<file path="src/rtl/sysctrl_pkg.sv">
// Shared definitions for the sysctrl byte protocol: command codes, the
// STATUS signature bytes, the initiator state encoding and a small helper.
package sysctrl_pkg;

    localparam logic [7:0] CMD_STATUS  = 8'd0;
    localparam logic [7:0] CMD_LEDS    = 8'd1;
    localparam logic [7:0] CMD_COLOR   = 8'd2;
    localparam logic [7:0] CMD_BUTTONS = 8'd3;
    localparam logic [7:0] CMD_CONFIG  = 8'd4;
    localparam logic [7:0] CMD_INT     = 8'd5;
    localparam logic [7:0] CMD_INTSRC  = 8'd6;

    localparam logic [7:0] STATUS_SIG0 = 8'h5c;
    localparam logic [7:0] STATUS_SIG1 = 8'h42;

    typedef enum logic [2:0] {
        ST_IDLE,
        ST_CMD,
        ST_GAP,
        ST_LOAD,
        ST_SEND,
        ST_FIN
    } init_state_t;

    function automatic int max2(input int a, input int b);
        return (a > b) ? a : b;
    endfunction

endpackage

</file>
<file path="src/rtl/sysctrl_initiator_if.sv">
// Request / payload / response / bus bundle of the sysctrl initiator.
//   master : the initiator (drives req_ready, wr_ready, rd_*, done, err, bus_*)
//   slave  : the surrounding logic and responder (drives req_*, wr_*, bus_din)
interface sysctrl_initiator_if;
    logic       req_valid;
    logic       req_ready;
    logic [7:0] req_cmd;
    logic [3:0] req_len;
    logic       wr_valid;
    logic       wr_ready;
    logic [7:0] wr_data;
    logic       rd_valid;
    logic [7:0] rd_data;
    logic       done;
    logic       err;
    logic       bus_strobe;
    logic       bus_start;
    logic [7:0] bus_dout;
    logic [7:0] bus_din;

    modport master (
        input  req_valid, req_cmd, req_len, wr_valid, wr_data, bus_din,
        output req_ready, wr_ready, rd_valid, rd_data, done, err,
               bus_strobe, bus_start, bus_dout
    );

    modport slave (
        output req_valid, req_cmd, req_len, wr_valid, wr_data, bus_din,
        input  req_ready, wr_ready, rd_valid, rd_data, done, err,
               bus_strobe, bus_start, bus_dout
    );
endinterface

</file>
<file path="src/rtl/sysctrl_gap_timer.sv">
// Loadable down-counter. i_load writes i_value; otherwise the count drops by
// one per cycle and rests at zero. o_last is high during the final counted
// cycle (count == 1), so a value of N spans exactly N cycles after the load.
//   i_clk, i_rst_n : clock, async active-low reset
//   i_load, i_value: load strobe and start value
//   o_last         : final-cycle flag
module sysctrl_gap_timer #(
    parameter int W = 4
) (
    input  logic         i_clk,
    input  logic         i_rst_n,
    input  logic         i_load,
    input  logic [W-1:0] i_value,
    output logic         o_last
);
    logic [W-1:0] r_cnt;

    always_ff @(posedge i_clk or negedge i_rst_n) begin
        if (!i_rst_n)
            r_cnt <= '0;
        else if (i_load)
            r_cnt <= i_value;
        else if (r_cnt != '0)
            r_cnt <= r_cnt - 1'b1;
    end

    assign o_last = (r_cnt == {{(W-1){1'b0}}, 1'b1});
endmodule

</file>
<file path="src/rtl/sysctrl_initiator.sv">
// Initiator end of the sysctrl byte protocol: frames a command byte, req_len
// payload bytes and the matching response bytes on the strobe/start bus.
//   clk, reset_n : clock, async active-low reset
//   io (master)  : req_* request, wr_* payload in, rd_* response out,
//                  done/err frame end, bus_* toward the responder
// Optional feature macro SYSCTRL_INIT_TIMEOUT_EN: abort a frame with done+err
// when a payload byte stalls WR_TIMEOUT cycles in LOAD.
module sysctrl_initiator
    import sysctrl_pkg::*;
#(
    parameter int GAP_CYCLES = 4,
    parameter int WR_TIMEOUT = 1024
) (
    input  logic                 clk,
    input  logic                 reset_n,
    sysctrl_initiator_if.master  io
);

`ifdef SYSCTRL_INIT_TIMEOUT_EN
    localparam int TW = $clog2(max2(GAP_CYCLES + 1, WR_TIMEOUT) + 1);
    localparam logic [TW-1:0] TMO_VAL = TW'(WR_TIMEOUT);
`else
    localparam int TW = $clog2(GAP_CYCLES + 2);
`endif
    // Every byte slot is GAP_CYCLES + 2 cycles (strobe, gap, load). The gap
    // that closes the frame runs one cycle longer in place of the LOAD cycle,
    // so done lands one full slot after the last strobe.
    localparam logic [TW-1:0] GAP_MID = TW'(GAP_CYCLES);
    localparam logic [TW-1:0] GAP_END = TW'(GAP_CYCLES + 1);

    if (GAP_CYCLES < 2 || WR_TIMEOUT < 1) begin : g_param_err
        $error("sysctrl_initiator: GAP_CYCLES must be >= 2 and WR_TIMEOUT >= 1");
    end

    init_state_t r_state, w_next;
    logic [3:0]  r_len, r_sent;
    logic [7:0]  r_dout, r_rd_data;
    logic [1:0]  r_vld_pipe;
    logic        w_tmr_load, w_tmr_last;
    logic [TW-1:0] w_tmr_val;
    logic        w_more;

    // After the current SEND, is there still a payload byte to go?
    assign w_more = ({1'b0, r_sent} + 5'd1) < {1'b0, r_len};

    sysctrl_gap_timer #(.W(TW)) u_tmr (
        .i_clk   (clk),
        .i_rst_n (reset_n),
        .i_load  (w_tmr_load),
        .i_value (w_tmr_val),
        .o_last  (w_tmr_last)
    );

    always_comb begin
        w_next     = r_state;
        w_tmr_load = 1'b0;
        w_tmr_val  = GAP_MID;
        case (r_state)
            ST_IDLE: if (io.req_valid) w_next = ST_CMD;
            ST_CMD: begin
                w_next     = ST_GAP;
                w_tmr_load = 1'b1;
                w_tmr_val  = (r_len != 4'd0) ? GAP_MID : GAP_END;
            end
            ST_GAP: begin
                if (w_tmr_last) begin
                    if (r_sent < r_len) begin
                        w_next = ST_LOAD;
`ifdef SYSCTRL_INIT_TIMEOUT_EN
                        w_tmr_load = 1'b1;
                        w_tmr_val  = TMO_VAL;
`endif
                    end else begin
                        w_next = ST_FIN;
                    end
                end
            end
            ST_LOAD: begin
                if (io.wr_valid)
                    w_next = ST_SEND;
`ifdef SYSCTRL_INIT_TIMEOUT_EN
                else if (w_tmr_last)
                    w_next = ST_FIN;
`endif
            end
            ST_SEND: begin
                w_next     = ST_GAP;
                w_tmr_load = 1'b1;
                w_tmr_val  = w_more ? GAP_MID : GAP_END;
            end
            ST_FIN:  w_next = ST_IDLE;
            default: w_next = ST_IDLE;
        endcase
    end

    always_ff @(posedge clk or negedge reset_n) begin
        if (!reset_n) begin
            r_state <= ST_IDLE;
            r_len   <= 4'd0;
            r_sent  <= 4'd0;
            r_dout  <= 8'h00;
        end else begin
            r_state <= w_next;
            case (r_state)
                ST_IDLE: if (io.req_valid) begin
                    r_len  <= io.req_len;
                    r_dout <= io.req_cmd;
                    r_sent <= 4'd0;
                end
                ST_LOAD: if (io.wr_valid) r_dout <= io.wr_data;
                ST_SEND: r_sent <= r_sent + 4'd1;
                default: ;
            endcase
        end
    end

    // Response capture: the responder registers data_out on the strobe edge,
    // so bus_din is sampled one cycle later and presented one cycle after that.
    always_ff @(posedge clk or negedge reset_n) begin
        if (!reset_n) begin
            r_vld_pipe <= 2'b00;
            r_rd_data  <= 8'h00;
        end else begin
            r_vld_pipe <= {r_vld_pipe[0], (r_state == ST_SEND)};
            if (r_vld_pipe[0]) r_rd_data <= io.bus_din;
        end
    end

`ifdef SYSCTRL_INIT_TIMEOUT_EN
    logic r_to;
    always_ff @(posedge clk or negedge reset_n) begin
        if (!reset_n)
            r_to <= 1'b0;
        else if (r_state == ST_IDLE)
            r_to <= 1'b0;
        else if (r_state == ST_LOAD && !io.wr_valid && w_tmr_last)
            r_to <= 1'b1;
    end
    assign io.err = (r_state == ST_FIN) && r_to;
`else
    assign io.err = 1'b0;
`endif

    assign io.req_ready  = (r_state == ST_IDLE);
    assign io.wr_ready   = (r_state == ST_LOAD);
    assign io.bus_strobe = (r_state == ST_CMD) || (r_state == ST_SEND);
    assign io.bus_start  = (r_state == ST_CMD);
    assign io.bus_dout   = r_dout;
    assign io.done       = (r_state == ST_FIN);
    assign io.rd_valid   = r_vld_pipe[1];
    assign io.rd_data    = r_rd_data;

endmodule

</file>
<file path="src/flat_wrapper.sv">
// flat-port wrapper written by rule: the top's interface ports become plain ports
module sysctrl_initiator_flat import sysctrl_pkg::*;
#(
    parameter int GAP_CYCLES = 4,
    parameter int WR_TIMEOUT = 1024
)
  (clk, reset_n, io_req_valid, io_req_cmd, io_req_len, io_wr_valid, io_wr_data, io_bus_din, io_req_ready, io_wr_ready, io_rd_valid, io_rd_data, io_done, io_err, io_bus_strobe, io_bus_start, io_bus_dout);
  sysctrl_initiator_if io_i ();
  input  logic clk;
  input  logic reset_n;
  input wire logic [$bits(io_i.req_valid)-1:0] io_req_valid;
  input wire logic [$bits(io_i.req_cmd)-1:0] io_req_cmd;
  input wire logic [$bits(io_i.req_len)-1:0] io_req_len;
  input wire logic [$bits(io_i.wr_valid)-1:0] io_wr_valid;
  input wire logic [$bits(io_i.wr_data)-1:0] io_wr_data;
  input wire logic [$bits(io_i.bus_din)-1:0] io_bus_din;
  output wire logic [$bits(io_i.req_ready)-1:0] io_req_ready;
  output wire logic [$bits(io_i.wr_ready)-1:0] io_wr_ready;
  output wire logic [$bits(io_i.rd_valid)-1:0] io_rd_valid;
  output wire logic [$bits(io_i.rd_data)-1:0] io_rd_data;
  output wire logic [$bits(io_i.done)-1:0] io_done;
  output wire logic [$bits(io_i.err)-1:0] io_err;
  output wire logic [$bits(io_i.bus_strobe)-1:0] io_bus_strobe;
  output wire logic [$bits(io_i.bus_start)-1:0] io_bus_start;
  output wire logic [$bits(io_i.bus_dout)-1:0] io_bus_dout;
  assign io_i.req_valid = io_req_valid;
  assign io_i.req_cmd = io_req_cmd;
  assign io_i.req_len = io_req_len;
  assign io_i.wr_valid = io_wr_valid;
  assign io_i.wr_data = io_wr_data;
  assign io_i.bus_din = io_bus_din;
  assign io_req_ready = io_i.req_ready;
  assign io_wr_ready = io_i.wr_ready;
  assign io_rd_valid = io_i.rd_valid;
  assign io_rd_data = io_i.rd_data;
  assign io_done = io_i.done;
  assign io_err = io_i.err;
  assign io_bus_strobe = io_i.bus_strobe;
  assign io_bus_start = io_i.bus_start;
  assign io_bus_dout = io_i.bus_dout;
  sysctrl_initiator #(.GAP_CYCLES(GAP_CYCLES), .WR_TIMEOUT(WR_TIMEOUT)) u_core (.clk(clk), .reset_n(reset_n), .io(io_i));
endmodule
</file>
<file path="config.mk">
export PLATFORM = sky130hd
export DESIGN_NAME = sysctrl_initiator_flat
export DESIGN_NICKNAME = d
export VERILOG_FILES = /design/src/rtl/sysctrl_pkg.sv /design/src/rtl/sysctrl_initiator_if.sv /design/src/rtl/sysctrl_gap_timer.sv /design/src/rtl/sysctrl_initiator.sv /design/src/flat_wrapper.sv
export SDC_FILE = /design/constraint.sdc
export NUM_CORES = 1
export LEC_CHECK = 0
export BUFFER_PORTS_ARGS = -buffer_cell sky130_fd_sc_hd__clkbuf_2
export CORE_UTILIZATION = 45
export DETAILED_ROUTE_END_ITERATION = 10
export GPL_TIMING_DRIVEN = 0
export PLACE_DENSITY_LB_ADDON = 0.2
export RECOVER_POWER = 25
export SYNTH_ARGS = -nofsm -noshare
export SYNTH_HDL_FRONTEND = slang
export SYNTH_SLANG_ARGS = --single-unit
</file>
<file path="constraint.sdc">
create_clock -name clk -period 1.45 [get_ports clk]
set_clock_uncertainty 0.05 [all_clocks]
set_input_delay 0.29 -clock clk [delete_from_list [all_inputs] [get_ports clk]]
set_output_delay 0.29 -clock clk [all_outputs]
set_load 0.05 [all_outputs]
</file>
==> results.sh <==
export IMPL_reg2reg_depth=5
export IMPL_netlist_area_um2=1670
export IMPL_path_buf_inv=3
export IMPL_rsz0062_at_grt="yes"
export IMPL_hp_class="primary input to asynchronous set/reset pin"
export IMPL_clkLatencyLatePin_ps=290
export IMPL_route_met3_wl_um=210
export IMPL_netlist_instances=153
export IMPL_yosysMostFrequentCell="dfrtp_1"
export IMPL_synth_edf_count=0
export IMPL_crit_required_ps=1110
export IMPL_tns_ps=-4420
export IMPL_min_period_ps=1850
export IMPL_vias=1506
export IMPL_yosys_warnings=0
export IMPL_gr_usage_all_layers_pct=22.4
export IMPL_syn_avg_cell_area_um2=10.9
export IMPL_drc_errors=0
export IMPL_io_pins=55
export IMPL_dp_hpwl_um=2430
export IMPL_ys_seq_area_share_pct=48.0
export IMPL_first_global_vias=1494
export IMPL_syn2layout_area_growth_pct=64.2
export IMPL_setup_ws_ps=-395
export IMPL_routed_wl_um=4500
export IMPL_dr_first_iter_drc_count=41
export IMPL_crit_path_start_kind="register"
export IMPL_worst_pin_slew_ps=783
export IMPL_die_h_um=62.9
export IMPL_fin_total_pwr_uw=2080
export IMPL_place_port_buffers=53
export IMPL_post_route_util_pct=79.6
export IMPL_cts_max_level=2
export IMPL_yosys_register_bits=32
export IMPL_yosys_top_cells_count="dfrtp_1, nand2_1, o21ai_0"
export IMPL_top_layer_used="met4"
export IMPL_grt_max_degree=33
export IMPL_grt_pass1_wl_um=6710
export IMPL_powerDensity_nw_per_um2=758
export IMPL_synth_net_count=195
export IMPL_clkSinkCount=32
export IMPL_crit_path_max_fanout=2
export IMPL_die_area_um2=3950
export IMPL_worstPathArrival_ps=1510
export IMPL_drv_slew=0
export IMPL_max_cap_violations=0
export IMPL_crit_chain="or3b_4 -> clkinv_8 -> nor2_4 -> clkinvlp_4 -> clkbuf_16"
export IMPL_fp_dieW_um=62.9
export IMPL_start_util_pct=48.5
export IMPL_root_buffer="clkbuf_8"
export IMPL_vdd_drop_max_mv=0.563
export IMPL_synth_area_leaders="dfrtp_1, ha_1, mux2_2"
export IMPL_fmax_mhz=542
export IMPL_clockBufferDepth=2
export IMPL_dr_wl_met2_um=2390
export IMPL_hold_viol_final=0
export IMPL_violations="setup timing"
export IMPL_drt_pass1_iterations=4
export IMPL_async_reset_ff_share_pct=100
export IMPL_synth_main_ff_cell="dfrtp_1"
export IMPL_wl_met1_um=1740
export IMPL_diodes=0
export IMPL_dp_slack_ps=-427
export IMPL_numCtsBuffers=5
export IMPL_status="complete, but fails checks"
export IMPL_cp_slowest_cell="or3b_4"
export IMPL_setup_viol=24
export IMPL_crit_family="simple AND/OR/NAND/NOR gates"
export IMPL_clk_pin_slew_ps=70
export IMPL_viasPerCell=5.18
export IMPL_holdBufCountCts=0
export IMPL_grt_overflow=0
export IMPL_crit_type="register to output port"
export IMPL_final_nets=286
export IMPL_relSlewSlack_pct=47.8
export IMPL_core_um2=3440
export IMPL_slowest_delay_ps=450
export IMPL_antenna_left=0
export IMPL_crit_cells=5
export IMPL_post_drt_wl_per_cell_um=15.5
export IMPL_yosysTopAreaCell="dfrtp_1"
export IMPL_power_leakage_uw=0.00135
export IMPL_row_count=21
export IMPL_antenna_found_initial=0
export IMPL_timing_final_crit_share_pct=127
export IMPL_drive_above_1_share_pct=66.5
export IMPL_critPathCaptureType="output port"
export IMPL_gp_congestion=0.851
export IMPL_netlist_cell_type_count=40
export IMPL_cts_tree="yes"
export IMPL_synth_top_area_share_pct=48.0
## routing by layer
layer	global-route usage, %	vias to the layer above
li1	-	709
met1	23.7	729
met2	41.3	54
met3	4.74	14
met4	11.3	0
met5	0	-
## area by class of cell
cell class,instances,area [µm²]
multi-input cells,105,1000
flip-flops and latches,32,805
fillers,196,703
repair buffers,87,656
clock buffers,7,96.3
well taps,46,57.6
inverters,8,48.8
plain buffers,5,45.0
clock inverters,1,30.0
## where the power goes
group          switching [µW]  internal [µW]
Sequential               15.8            911
Combinational             125           87.1
Clock                     331            606
## kinds of logic after synthesis
logic type	after synthesis	synth area share (%)
AND/OR/NAND/NOR	45	14.2
multiplexers	18	11.5
adder cells (fa/ha/maj)	10	7.50
flip-flops	32	48.0
XOR/XNOR	3	1.58
buffers and inverters	16	6.00
AO/OA/AOI/OAI	28	11.0
other	1	0.225
## layout by cell type (no fill, tap or decap), drive strengths merged, types with 3 or more instances in the layout
master | netlist | final
clkbuf | 1 | 58
buf | 7 | 41
dfrtp | 32 | 32
nand2 | 23 | 23
o21ai | 17 | 17
ha | 10 | 10
mux2 | 9 | 9
mux2i | 9 | 9
nor2 | 7 | 7
inv | 7 | 6
a21oi | 3 | 3
## path summary, 6_finish.rpt
path,to,from,slack (ps)
max,io_bus_strobe,u_core.r_state[1]$_DFFE_PN0P_,-400
min,u_core.r_state[1]$_DFFE_PN0P_,reset_n,20
max reg2reg,u_core.r_state[2]$_DFFE_PN0P_,u_core.r_len[3]$_DFFE_PN0P_,-290
min reg2reg,u_core.r_vld_pipe[1]$_DFF_PN0_,u_core.r_vld_pipe[0]$_DFF_PN0_,340
max in group asynchronous,u_core.r_sent[1]$_DFFE_PN0P_,reset_n,790
min in group clk,u_core.r_len[2]$_DFFE_PN0P_,io_req_len[2],160
## registers in the layout, indices dropped and copies added (netlist names)
signal and flops:
u_core.r_sent 4, u_core.r_state 3, u_core.r_vld_pipe 2, u_core.io.rd_data 8
u_core.r_len 4, u_core.io.bus_dout 8, u_core.u_tmr.r_cnt 3
## metrics by stage
stage | instances | instance area [µm²] | hold WS (ps)
2_1_floorplan | 153 | 1720 | -55.6
3_3_place_gp | 252 | 2040 | 309
3_5_place_dp | 252 | 2040 | 309
4_1_cts | 278 | 2420 | 48.3
5_1_grt | 291 | 2740 | 84.4
6_report | 291 | 2740 | 22.7
## repair_timing
item | in CTS | in global routing
gates resized for setup | 31 | 69
setup endpoints to repair | 26 | 26
cloned | 1 | 0
pin swaps | 10 | 25
setup buffers | 17 | 17
Note: power is estimated with default switching activity, not from simulation.
